### src/rtl/uart_pkg.sv
// Shared definitions for the UART receive path: register offsets,
// STATUS/CTRL bit positions and the receiver FSM state encoding.
package uart_pkg;

  localparam logic [3:0] ADDR_RXDATA = 4'h0;
  localparam logic [3:0] ADDR_STATUS = 4'h4;
  localparam logic [3:0] ADDR_CTRL   = 4'h8;

  localparam int unsigned STAT_NOT_EMPTY = 0;
  localparam int unsigned STAT_FULL      = 1;
  localparam int unsigned STAT_OVERRUN   = 2;
  localparam int unsigned STAT_FRAME_ERR = 3;
  localparam int unsigned STAT_FILL_LSB  = 4;

  localparam int unsigned CTRL_IRQ_EN   = 0;
  localparam int unsigned CTRL_CLR_OVR  = 1;
  localparam int unsigned CTRL_CLR_FERR = 2;
  localparam int unsigned CTRL_FLUSH    = 3;

  typedef enum logic [1:0] {
    IDLE  = 2'd0,
    START = 2'd1,
    DATA  = 2'd2,
    STOP  = 2'd3
  } rx_state_t;

endpackage

### src/rtl/rx_fifo.sv
// Synchronous receive FIFO with zero-latency head output.
// Push while full is accepted only when a pop happens the same cycle;
// flush takes priority over both push and pop.
module rx_fifo #(
  parameter int unsigned WIDTH = 8,
  parameter int unsigned DEPTH = 8
) (
  input  logic                     clk,
  input  logic                     reset,
  input  logic                     push,
  input  logic                     pop,
  input  logic                     flush,
  input  logic [WIDTH-1:0]         din,
  output logic [WIDTH-1:0]         dout,
  output logic                     empty,
  output logic                     full,
  output logic [$clog2(DEPTH):0]   count
);

  localparam int unsigned AW = $clog2(DEPTH);
  localparam int unsigned CW = AW + 1;

  logic [WIDTH-1:0] mem [DEPTH];
  logic [AW-1:0]    wr_ptr;
  logic [AW-1:0]    rd_ptr;
  logic             do_push;
  logic             do_pop;

  assign empty   = (count == '0);
  assign full    = (count == CW'(DEPTH));
  assign do_push = push && (!full || pop);
  assign do_pop  = pop && !empty;
  assign dout    = mem[rd_ptr];

  // Pointer and occupancy bookkeeping; pointers wrap naturally (power-of-two depth).
  always_ff @(posedge clk or posedge reset) begin
    if (reset) begin
      wr_ptr <= '0;
      rd_ptr <= '0;
      count  <= '0;
    end else if (flush) begin
      wr_ptr <= '0;
      rd_ptr <= '0;
      count  <= '0;
    end else begin
      if (do_push) wr_ptr <= wr_ptr + AW'(1);
      if (do_pop)  rd_ptr <= rd_ptr + AW'(1);
      case ({do_push, do_pop})
        2'b10:   count <= count + CW'(1);
        2'b01:   count <= count - CW'(1);
        default: count <= count;
      endcase
    end
  end

  // Storage write; the array itself needs no reset.
  always_ff @(posedge clk) begin
    if (do_push && !flush) mem[wr_ptr] <= din;
  end

endmodule

### src/rtl/uart_rx_mmio.sv
// Memory-mapped 8N1 UART receiver: input synchroniser, oversampling
// tick divider, receive FSM, RX FIFO and the RXDATA/STATUS/CTRL registers.
module uart_rx_mmio
  import uart_pkg::*;
#(
  parameter int unsigned CLK_FREQ   = 50_000_000,
  parameter int unsigned BAUD       = 115200,
  parameter int unsigned OVERSAMPLE = 16,
  parameter int unsigned FIFO_DEPTH = 8,
  parameter int unsigned DATA_WIDTH = 32
) (
  input  logic                  clk,
  input  logic                  reset,
  input  logic                  uart_rx,
  input  logic [3:0]            addr,
  input  logic                  mem_read,
  input  logic                  mem_write,
  input  logic [DATA_WIDTH-1:0] wdata,
  output logic [DATA_WIDTH-1:0] rdata,
  output logic                  rx_irq
);

  localparam int unsigned DIV   = CLK_FREQ / (BAUD * OVERSAMPLE);
  localparam int unsigned DIV_W = (DIV > 1) ? $clog2(DIV) : 1;
  localparam int unsigned T_W   = $clog2(OVERSAMPLE);
  localparam int unsigned CNT_W = $clog2(FIFO_DEPTH) + 1;

  localparam logic [DIV_W-1:0] DIV_LAST = DIV_W'(DIV - 1);
  localparam logic [T_W-1:0]   T_HALF   = T_W'(OVERSAMPLE / 2 - 1);
  localparam logic [T_W-1:0]   T_LAST   = T_W'(OVERSAMPLE - 1);

  logic             rx_meta;
  logic             rx_s;
  logic [DIV_W-1:0] div_cnt;
  logic             tick;

  rx_state_t        state, state_next;
  logic [T_W-1:0]   t, t_next;
  logic [2:0]       bit_idx, bit_next;
  logic [7:0]       shift, shift_next;
  logic             push_req;
  logic             ferr_set;

  logic             ctrl_wr;
  logic             flush;
  logic             rx_pop;
  logic             fifo_push;
  logic             ovr_set;
  logic             overrun;
  logic             frame_err;
  logic             irq_en;

  logic [7:0]       fifo_dout;
  logic             fifo_empty;
  logic             fifo_full;
  logic [CNT_W-1:0] fifo_count;
  logic [31:0]      cnt_ext;
  logic [3:0]       fill;
  logic             unused_wdata;

  // Two-flop synchroniser; idles high so reset does not look like a start bit.
  always_ff @(posedge clk or posedge reset) begin
    if (reset) begin
      rx_meta <= 1'b1;
      rx_s    <= 1'b1;
    end else begin
      rx_meta <= uart_rx;
      rx_s    <= rx_meta;
    end
  end

  assign tick = (div_cnt == DIV_LAST);

  // Oversample divider: held at zero in IDLE so every frame starts phase-aligned.
  always_ff @(posedge clk or posedge reset) begin
    if (reset) begin
      div_cnt <= '0;
    end else if (state == IDLE || tick) begin
      div_cnt <= '0;
    end else begin
      div_cnt <= div_cnt + DIV_W'(1);
    end
  end

  // Receiver state register and shift datapath.
  always_ff @(posedge clk or posedge reset) begin
    if (reset) begin
      state   <= IDLE;
      t       <= '0;
      bit_idx <= '0;
      shift   <= '0;
    end else begin
      state   <= state_next;
      t       <= t_next;
      bit_idx <= bit_next;
      shift   <= shift_next;
    end
  end

  // Next-state logic: half-bit start validation, mid-bit data/stop sampling.
  always_comb begin
    state_next = state;
    t_next     = t;
    bit_next   = bit_idx;
    shift_next = shift;
    push_req   = 1'b0;
    ferr_set   = 1'b0;
    case (state)
      IDLE: begin
        if (!rx_s) begin
          state_next = START;
          t_next     = '0;
        end
      end
      START: begin
        if (tick) begin
          if (t == T_HALF) begin
            t_next = '0;
            if (!rx_s) begin
              state_next = DATA;
              bit_next   = '0;
            end else begin
              state_next = IDLE;
            end
          end else begin
            t_next = t + T_W'(1);
          end
        end
      end
      DATA: begin
        if (tick) begin
          if (t == T_LAST) begin
            t_next              = '0;
            shift_next[bit_idx] = rx_s;
            if (bit_idx == 3'd7) state_next = STOP;
            else                 bit_next   = bit_idx + 3'd1;
          end else begin
            t_next = t + T_W'(1);
          end
        end
      end
      STOP: begin
        if (tick) begin
          if (t == T_LAST) begin
            t_next     = '0;
            state_next = IDLE;
            if (rx_s) push_req = 1'b1;
            else      ferr_set = 1'b1;
          end else begin
            t_next = t + T_W'(1);
          end
        end
      end
      default: state_next = IDLE;
    endcase
  end

  assign ctrl_wr   = mem_write && (addr == ADDR_CTRL);
  assign flush     = ctrl_wr && wdata[CTRL_FLUSH];
  assign rx_pop    = mem_read && (addr == ADDR_RXDATA) && !fifo_empty;
  // A full FIFO still takes the byte when the same cycle pops; a flush drops it silently.
  assign fifo_push = push_req && (!fifo_full || rx_pop);
  assign ovr_set   = push_req && fifo_full && !rx_pop && !flush;

  rx_fifo #(
    .WIDTH (8),
    .DEPTH (FIFO_DEPTH)
  ) u_fifo (
    .clk   (clk),
    .reset (reset),
    .push  (fifo_push),
    .pop   (rx_pop),
    .flush (flush),
    .din   (shift_next),
    .dout  (fifo_dout),
    .empty (fifo_empty),
    .full  (fifo_full),
    .count (fifo_count)
  );

  // Sticky error flags (set beats W1C clear) and the stored interrupt enable.
  always_ff @(posedge clk or posedge reset) begin
    if (reset) begin
      overrun   <= 1'b0;
      frame_err <= 1'b0;
      irq_en    <= 1'b0;
    end else begin
      if (ovr_set)                              overrun <= 1'b1;
      else if (ctrl_wr && wdata[CTRL_CLR_OVR])  overrun <= 1'b0;
      if (ferr_set)                             frame_err <= 1'b1;
      else if (ctrl_wr && wdata[CTRL_CLR_FERR]) frame_err <= 1'b0;
      if (ctrl_wr)                              irq_en <= wdata[CTRL_IRQ_EN];
    end
  end

  assign cnt_ext      = 32'(fifo_count);
  assign fill         = (cnt_ext > 32'd15) ? 4'hF : cnt_ext[3:0];
  assign rx_irq       = irq_en && !fifo_empty;
  assign unused_wdata = ^wdata[DATA_WIDTH-1:4];

  // Zero-latency register read mux.
  always_comb begin
    rdata = '0;
    case (addr)
      ADDR_RXDATA: begin
        if (!fifo_empty) rdata[7:0] = fifo_dout;
      end
      ADDR_STATUS: begin
        rdata[STAT_NOT_EMPTY]       = !fifo_empty;
        rdata[STAT_FULL]            = fifo_full;
        rdata[STAT_OVERRUN]         = overrun;
        rdata[STAT_FRAME_ERR]       = frame_err;
        rdata[STAT_FILL_LSB +: 4]   = fill;
      end
      ADDR_CTRL: begin
        rdata[CTRL_IRQ_EN] = irq_en;
      end
      default: rdata = '0;
    endcase
  end

endmodule

### config.mk
export PLATFORM = sky130hd
export DESIGN_NAME = uart_rx_mmio
export DESIGN_NICKNAME = d
export VERILOG_FILES = /design/src/rtl/uart_pkg.sv /design/src/rtl/rx_fifo.sv /design/src/rtl/uart_rx_mmio.sv
export SDC_FILE = /design/constraint.sdc
export NUM_CORES = 1
export LEC_CHECK = 0
export CAP_MARGIN = 40
export CORE_MARGIN = 5
export CORE_UTILIZATION = 58
export DETAILED_ROUTE_END_ITERATION = 6
export GPL_TIMING_DRIVEN = 0
export PLACE_DENSITY = 0.85
export SLEW_MARGIN = 20
export SYNTH_ARGS = -nofsm -noshare
export SYNTH_HDL_FRONTEND = slang
export SYNTH_HIERARCHICAL = 1
export SYNTH_SLANG_ARGS = --single-unit
### constraint.sdc
create_clock -name clk -period 5.8 [get_ports clk]
set_input_delay 1.16 -clock clk [delete_from_list [all_inputs] [get_ports clk]]
set_output_delay 1.16 -clock clk [all_outputs]
set_load 0.1 [all_outputs]
**After elaboration in Yosys (flattened, before gate mapping)**

Memory sizes are Yosys's and may differ from the RTL's.
Cells that the tools add are included.

- Logic and storage cells: 135
- ROM bits: 0
- Flip-flop bits (word level): 37
- Latch bits: 0
- Bits in writable memories: 64
- Output and inout bits: 33
- Bits of input ports: 41
- Memories: 1

Memory list:

| memory | words | width | read ports | clocked after Yosys merged registers in | write ports | RTL line | text |
|---|---|---|---|---|---|---|---|
| u_fifo.mem | 8 | 8 | 1 | 0 | 1 | rx_fifo.sv:23 | `logic [WIDTH-1:0] mem [DEPTH];` |

- Multiplexer cells: 54
- Divide/modulo/power cells: 0
- Shift operators: 0
- $mul: 0
- Magnitude comparators: 3
- Equal/unequal tests: 23
- Reduce and logical (&&, ||, !) cells: 34
- Add/sub/neg operators: 7
- Bitwise logic cells: 0

Operators by type and width:

| operator | number |
|---|---|
| two-way mux 8 bit | 4 |
| two-way mux 3 bit | 10 |
| two-way mux 4 bit | 7 |
| != test 2 bit (second input constant) | 10 |
| two-way mux 2 bit | 9 |
| logical AND 1 bit | 15 |
| two-way mux 1 bit | 15 |
| case mux 7 bit (2 select lines) | 1 |
| equality test 4 bit (second input constant) | 3 |
| case mux 4 bit (3 select lines) | 1 |
| nonzero test 2 bit | 5 |
| adder 3 x 1 -> 3 bit (second input constant) | 3 |
| adder 4 x 1 -> 4 bit (second input constant) | 2 |
| bitwise mux 8 bit | 1 |
| equality test 4 x 3 -> 1 bit (second input constant) | 2 |
| logical NOT 4 bit | 2 |
| case mux 2 bit (4 select lines) | 1 |
| case mux 4 bit (2 select lines) | 1 |
| AND reduction 8 bit | 1 |
| AND reduction 7 bit | 1 |
| equality test 2 bit (second input constant) | 3 |
| case mux 3 bit (2 select lines) | 1 |
| adder 5 x 1 -> 5 bit (second input constant) | 1 |
| equality test 5 bit (second input constant) | 1 |
| other kinds (16) | 21 |

**Longest topological paths before layout**

- Depth in word-level cells: 9
- Gate-level depth with buffers: 15
- Depth with buffers taken out: 13

**By module**

The synthesis kept the hierarchy.

By module, submodules not included:

| module | instances | area each (um2) | cells an instance |
|---|---|---|---|
| rx_fifo | 1 | 3130.5 | 175 |
| uart_rx_mmio | 1 | 1757.9 | 172 |

**Worst setup path after synthesis**

OpenSTA, ideal clock, no wires.

- Path kind: reg2out
- Start point: reg u_fifo.rd_ptr[0]
- End point: out rdata[0]
- Path slack: 1.199 ns
- Stages on the path, launching flop included: 9
- Data required time: 4.640 ns
- Arrival time: 3.441 ns
- Path buffers: 2
- Path through: dfrtp_1 > buf_2 > buf_4 > mux4_2 > mux2_2 > nor2_1 > nor3_1 > a31oi_1 > nor3_1

- Cells in the longest elaborated chain, start to end: 3

Ends and longest elaborated chain:

| item | RTL line | text |
|---|---|---|
| start, declared | rx_fifo.sv:25 | `logic [AW-1:0] rd_ptr;` |
| start signal, assigned | rx_fifo.sv:47 | `if (do_pop) rd_ptr <= rd_ptr + AW'(1);` |
| memory read (8 x 8 bit) | - |  |
| net fifo_dout[0] | uart_rx_mmio.sv:53 | `logic [7:0] fifo_dout;` |
| two-way mux 8 bit | uart_rx_mmio.sv:206 | `if (!fifo_empty) rdata[7:0] = fifo_dout;` |
| case mux 1 bit (3 select lines) | uart_rx_mmio.sv:204 | `case (addr)` |
| end, declared | uart_rx_mmio.sv:19 | `output logic [DATA_WIDTH-1:0] rdata,` |

The timed path passes the listed nets, and every way through them passes these cells.

**Final worst setup path**

- Start point: in addr[1]
- End point: out rdata[2]

- Cells in the longest elaborated chain, start to end: 2
- Elaborated cells on any way between the ends: 3
- Classes of those cells: eq/ne (1); mux (1); reduce/logical (1)

Ends and longest elaborated chain:

| item | RTL line | text |
|---|---|---|
| start, declared | uart_rx_mmio.sv:15 | `input logic [3:0] addr,` |
| equality test 4 x 3 -> 1 bit / logical NOT 4 bit (equally long branches) | uart_rx_mmio.sv:204 |  |
| case mux 7 bit (2 select lines) (*) | uart_rx_mmio.sv:204 |  |

Mark *: on every way between the ends. The rest lies on a longest branch, timed or not.

==> results.toml <==
[status]
status = "finished clean"

[clocking]
cts_tree = "built"
cts_setup_buffers = 0
clk_root_buffer_cell = "clkbuf_8"
clk_latency_ns = 0.37
cts_max_level = 3
cts_resized = 0
cts_buffer_depth = 2
numCtsBuffers = 9
cts.sinks = 101
path_clk_slew_ns = 0.10
cts_hold_buf = 0

[global_route]
grt_usage_pct = 20.2
grt_pass1_vias = 3021
antenna_found_initial = 0
grt_max_degree = 19
grt_pass1_wl_um = 15600
grt_overflow_total = 0

[sta]
clock_skew_ns = 0.0134
final.setup.worst_slack_ns = 1.19
fmax_mhz = 217
finalSetupViolations = 0
drv_slew = 0
hold_ws_ns = 0.363
slew_headroom_pct = 43.6
hold_viol_final = 0
period_minus_slack_ns = 4.61
rsz0062_at_grt = "no"
tightest_slew_ns = 0.842
fin_setup_tns_ns = 0
min_period_over_period_pct = 79.5

[finish]
syn_to_final_growth_pct = 17.7
regArea_um2 = 2850
layout-drive-gt1-share_pct = 28.2
stdcell_count = 527
num_antenna_cells = 0
multi_input_area_um2 = 1840
final_core_util_pct = 70.0
fill_cells = 523
layout.nets = 467
fin_area_um2 = 5750

[placed_design]
port_buffers = 21
globalplace.congestion = 0.763
dpl_worst_slack_ns = 1.21
place_hpwl_um = 7150
dpl.cell_count = 509
placed_area_um2 = 5570

[hold_path]
hold_path_class = "reg -> reg"
hold_path_depth = 0

[logic_synthesis]
synth_cells = 347
netlist.area_leader.share_pct = 39.3
synth_most_common_cell = "edfxtp_1"
synth_common_cells = "64 x edfxtp_1, 35 x dfrtp_1, 27 x buf_4, 24 x nor2_1, 17 x nand2_1"
synth.area.top_cells = "edfxtp_1 39%, dfrtp_1 18%, mux4_2 7.4%"
yosysTopAreaCell = "edfxtp_1"
synth-seq-cells = 101
yosysWarnings = 6
ys_seq_area_share_pct = 58.3
synth-edff-count = 64
ys_types = 68
syn_area_per_cell_um2 = 14.1
ys.flop_type = "edfxtp_1"
ys_async_sr_fraction_pct = 36.6
synth_area_um2 = 4890

[floorplan]
die_w_um = 102
core-area_um2 = 8220
die_h_um = 102
initial_core_util_pct = 59.5
io_pins = 74
rows = 33
dieArea_um2 = 10400

[detailed_routing]
ant_nets = 0
wl_per_cell_um = 18.8
drc = 0
vias = 2991
vias_per_cell = 5.68
drt_iter0_markers = 180
wirelength_um = 9880
firstDrtPassIters = 5

[job]
maxCapViolCount = 0

[setup_path]
crit_slowest_cell = "clkdlybuf4s50_1"
worstSetupEndpointType = "output port"
crit_chain = "clkdlybuf4s50_1 -> nor3_1 -> and2_0 -> clkbuf_1 -> a22o_1 -> clkdlybuf4s50_1 -> buf_16"
crit_cells = 7
crit_fanout = 7
path_delay_family = "buffers and inverters"
worst_r2r_path_depth = 15
start_kind = "input port"
crit_type = "in -> out"
crit_buf_inv = 4
cp.arrival_ns = 3.45
max_stage_delay_ns = 0.55
required_ns = 4.64
crit_top_cell = "clkdlybuf4s50_1"

[pwr]
p_per_area_nw_per_um2 = 269
ir_drop_v = 0.000163
p_leak_nw = 2.47
total_power_mw = 1.55
[kinds of logic (layout without fill, tap and decap cells)]
logic type / count (synthesis) / in the layout / share of synthesized area [%]
muxes: 37 / 37 / 12.2
AOI/OAI and AO/OA: 40 / 40 / 6.45
other: 1 / 24 / 0.0767
DFF: 101 / 101 / 58.3
adders and majority gates: 9 / 9 / 2.30
and+or+nand+nor: 97 / 97 / 12.1
buffers and inverters: 51 / 103 / 6.53
xor gates and xnor gates: 11 / 11 / 1.97
[cells in the final DEF, fill, tap and decap left out, types with 10 or more instances in the layout]
cell	n
buf_4	32
clkdlybuf4s50_1	21
conb_1	24
dfrtp_1	35
edfxtp_1	64
inv_1	10
mux4_2	16
nand2_1	17
nor2_1	24
[layer usage]
layer | vias up | wire length, µm | global-route usage, %
met5 | - | 0 | 0
met1 | 1485 | 3840 | 24.3
li1 | 1394 | - | -
met2 | 97 | 5380 | 36.3
met3 | 15 | 495 | 4.75
met4 | 0 | 171 | 5.93
[power by group]
part	switching [mW]	internal, mW	leakage (nW)	total [mW]
clock	0.239	0.156	0.0773	0.395
sequential	0.0232	0.775	1.22	0.798
combinational	0.230	0.126	1.17	0.356
[area by class of cell]
type	instances	area share (%)
repair buffers	36	7.57
inverters	11	0.805
clock buffers	9	2.15
clock inverters	7	0.827
well taps	105	2.28
flip-flops and latches	101	49.6
plain buffers	40	4.74
multi-input cells	218	32.1
[final timing paths]
check | start | end | slack [ns]
worst max-delay path | addr[1] | rdata[2] | 1.19
worst min-delay path | rx_meta | rx_s | 0.36
worst max register to register | div_cnt[0] | u_fifo/count[3] | 2.27
worst min register to register | rx_meta | rx_s | 0.36
max in group asynchronous | reset | shift[4] | 4.21
min in group asynchronous | reset | u_fifo/count[3] | 1.10
[sequential cells by signal, summed over array words and instances, names as in the netlist, named ones only]
name / flops
t: 4
shift: 8
bit_idx: 3
div_cnt: 5
u_fifo/mem: 64
overrun: 1
u_fifo/rd_ptr: 3
rx_meta: 1
irq_en: 1
u_fifo/wr_ptr: 3
frame_err: 1
state: 1
rx_s: 1
u_fifo/count: 4
Note: power is estimated with default switching activity, not from simulation.
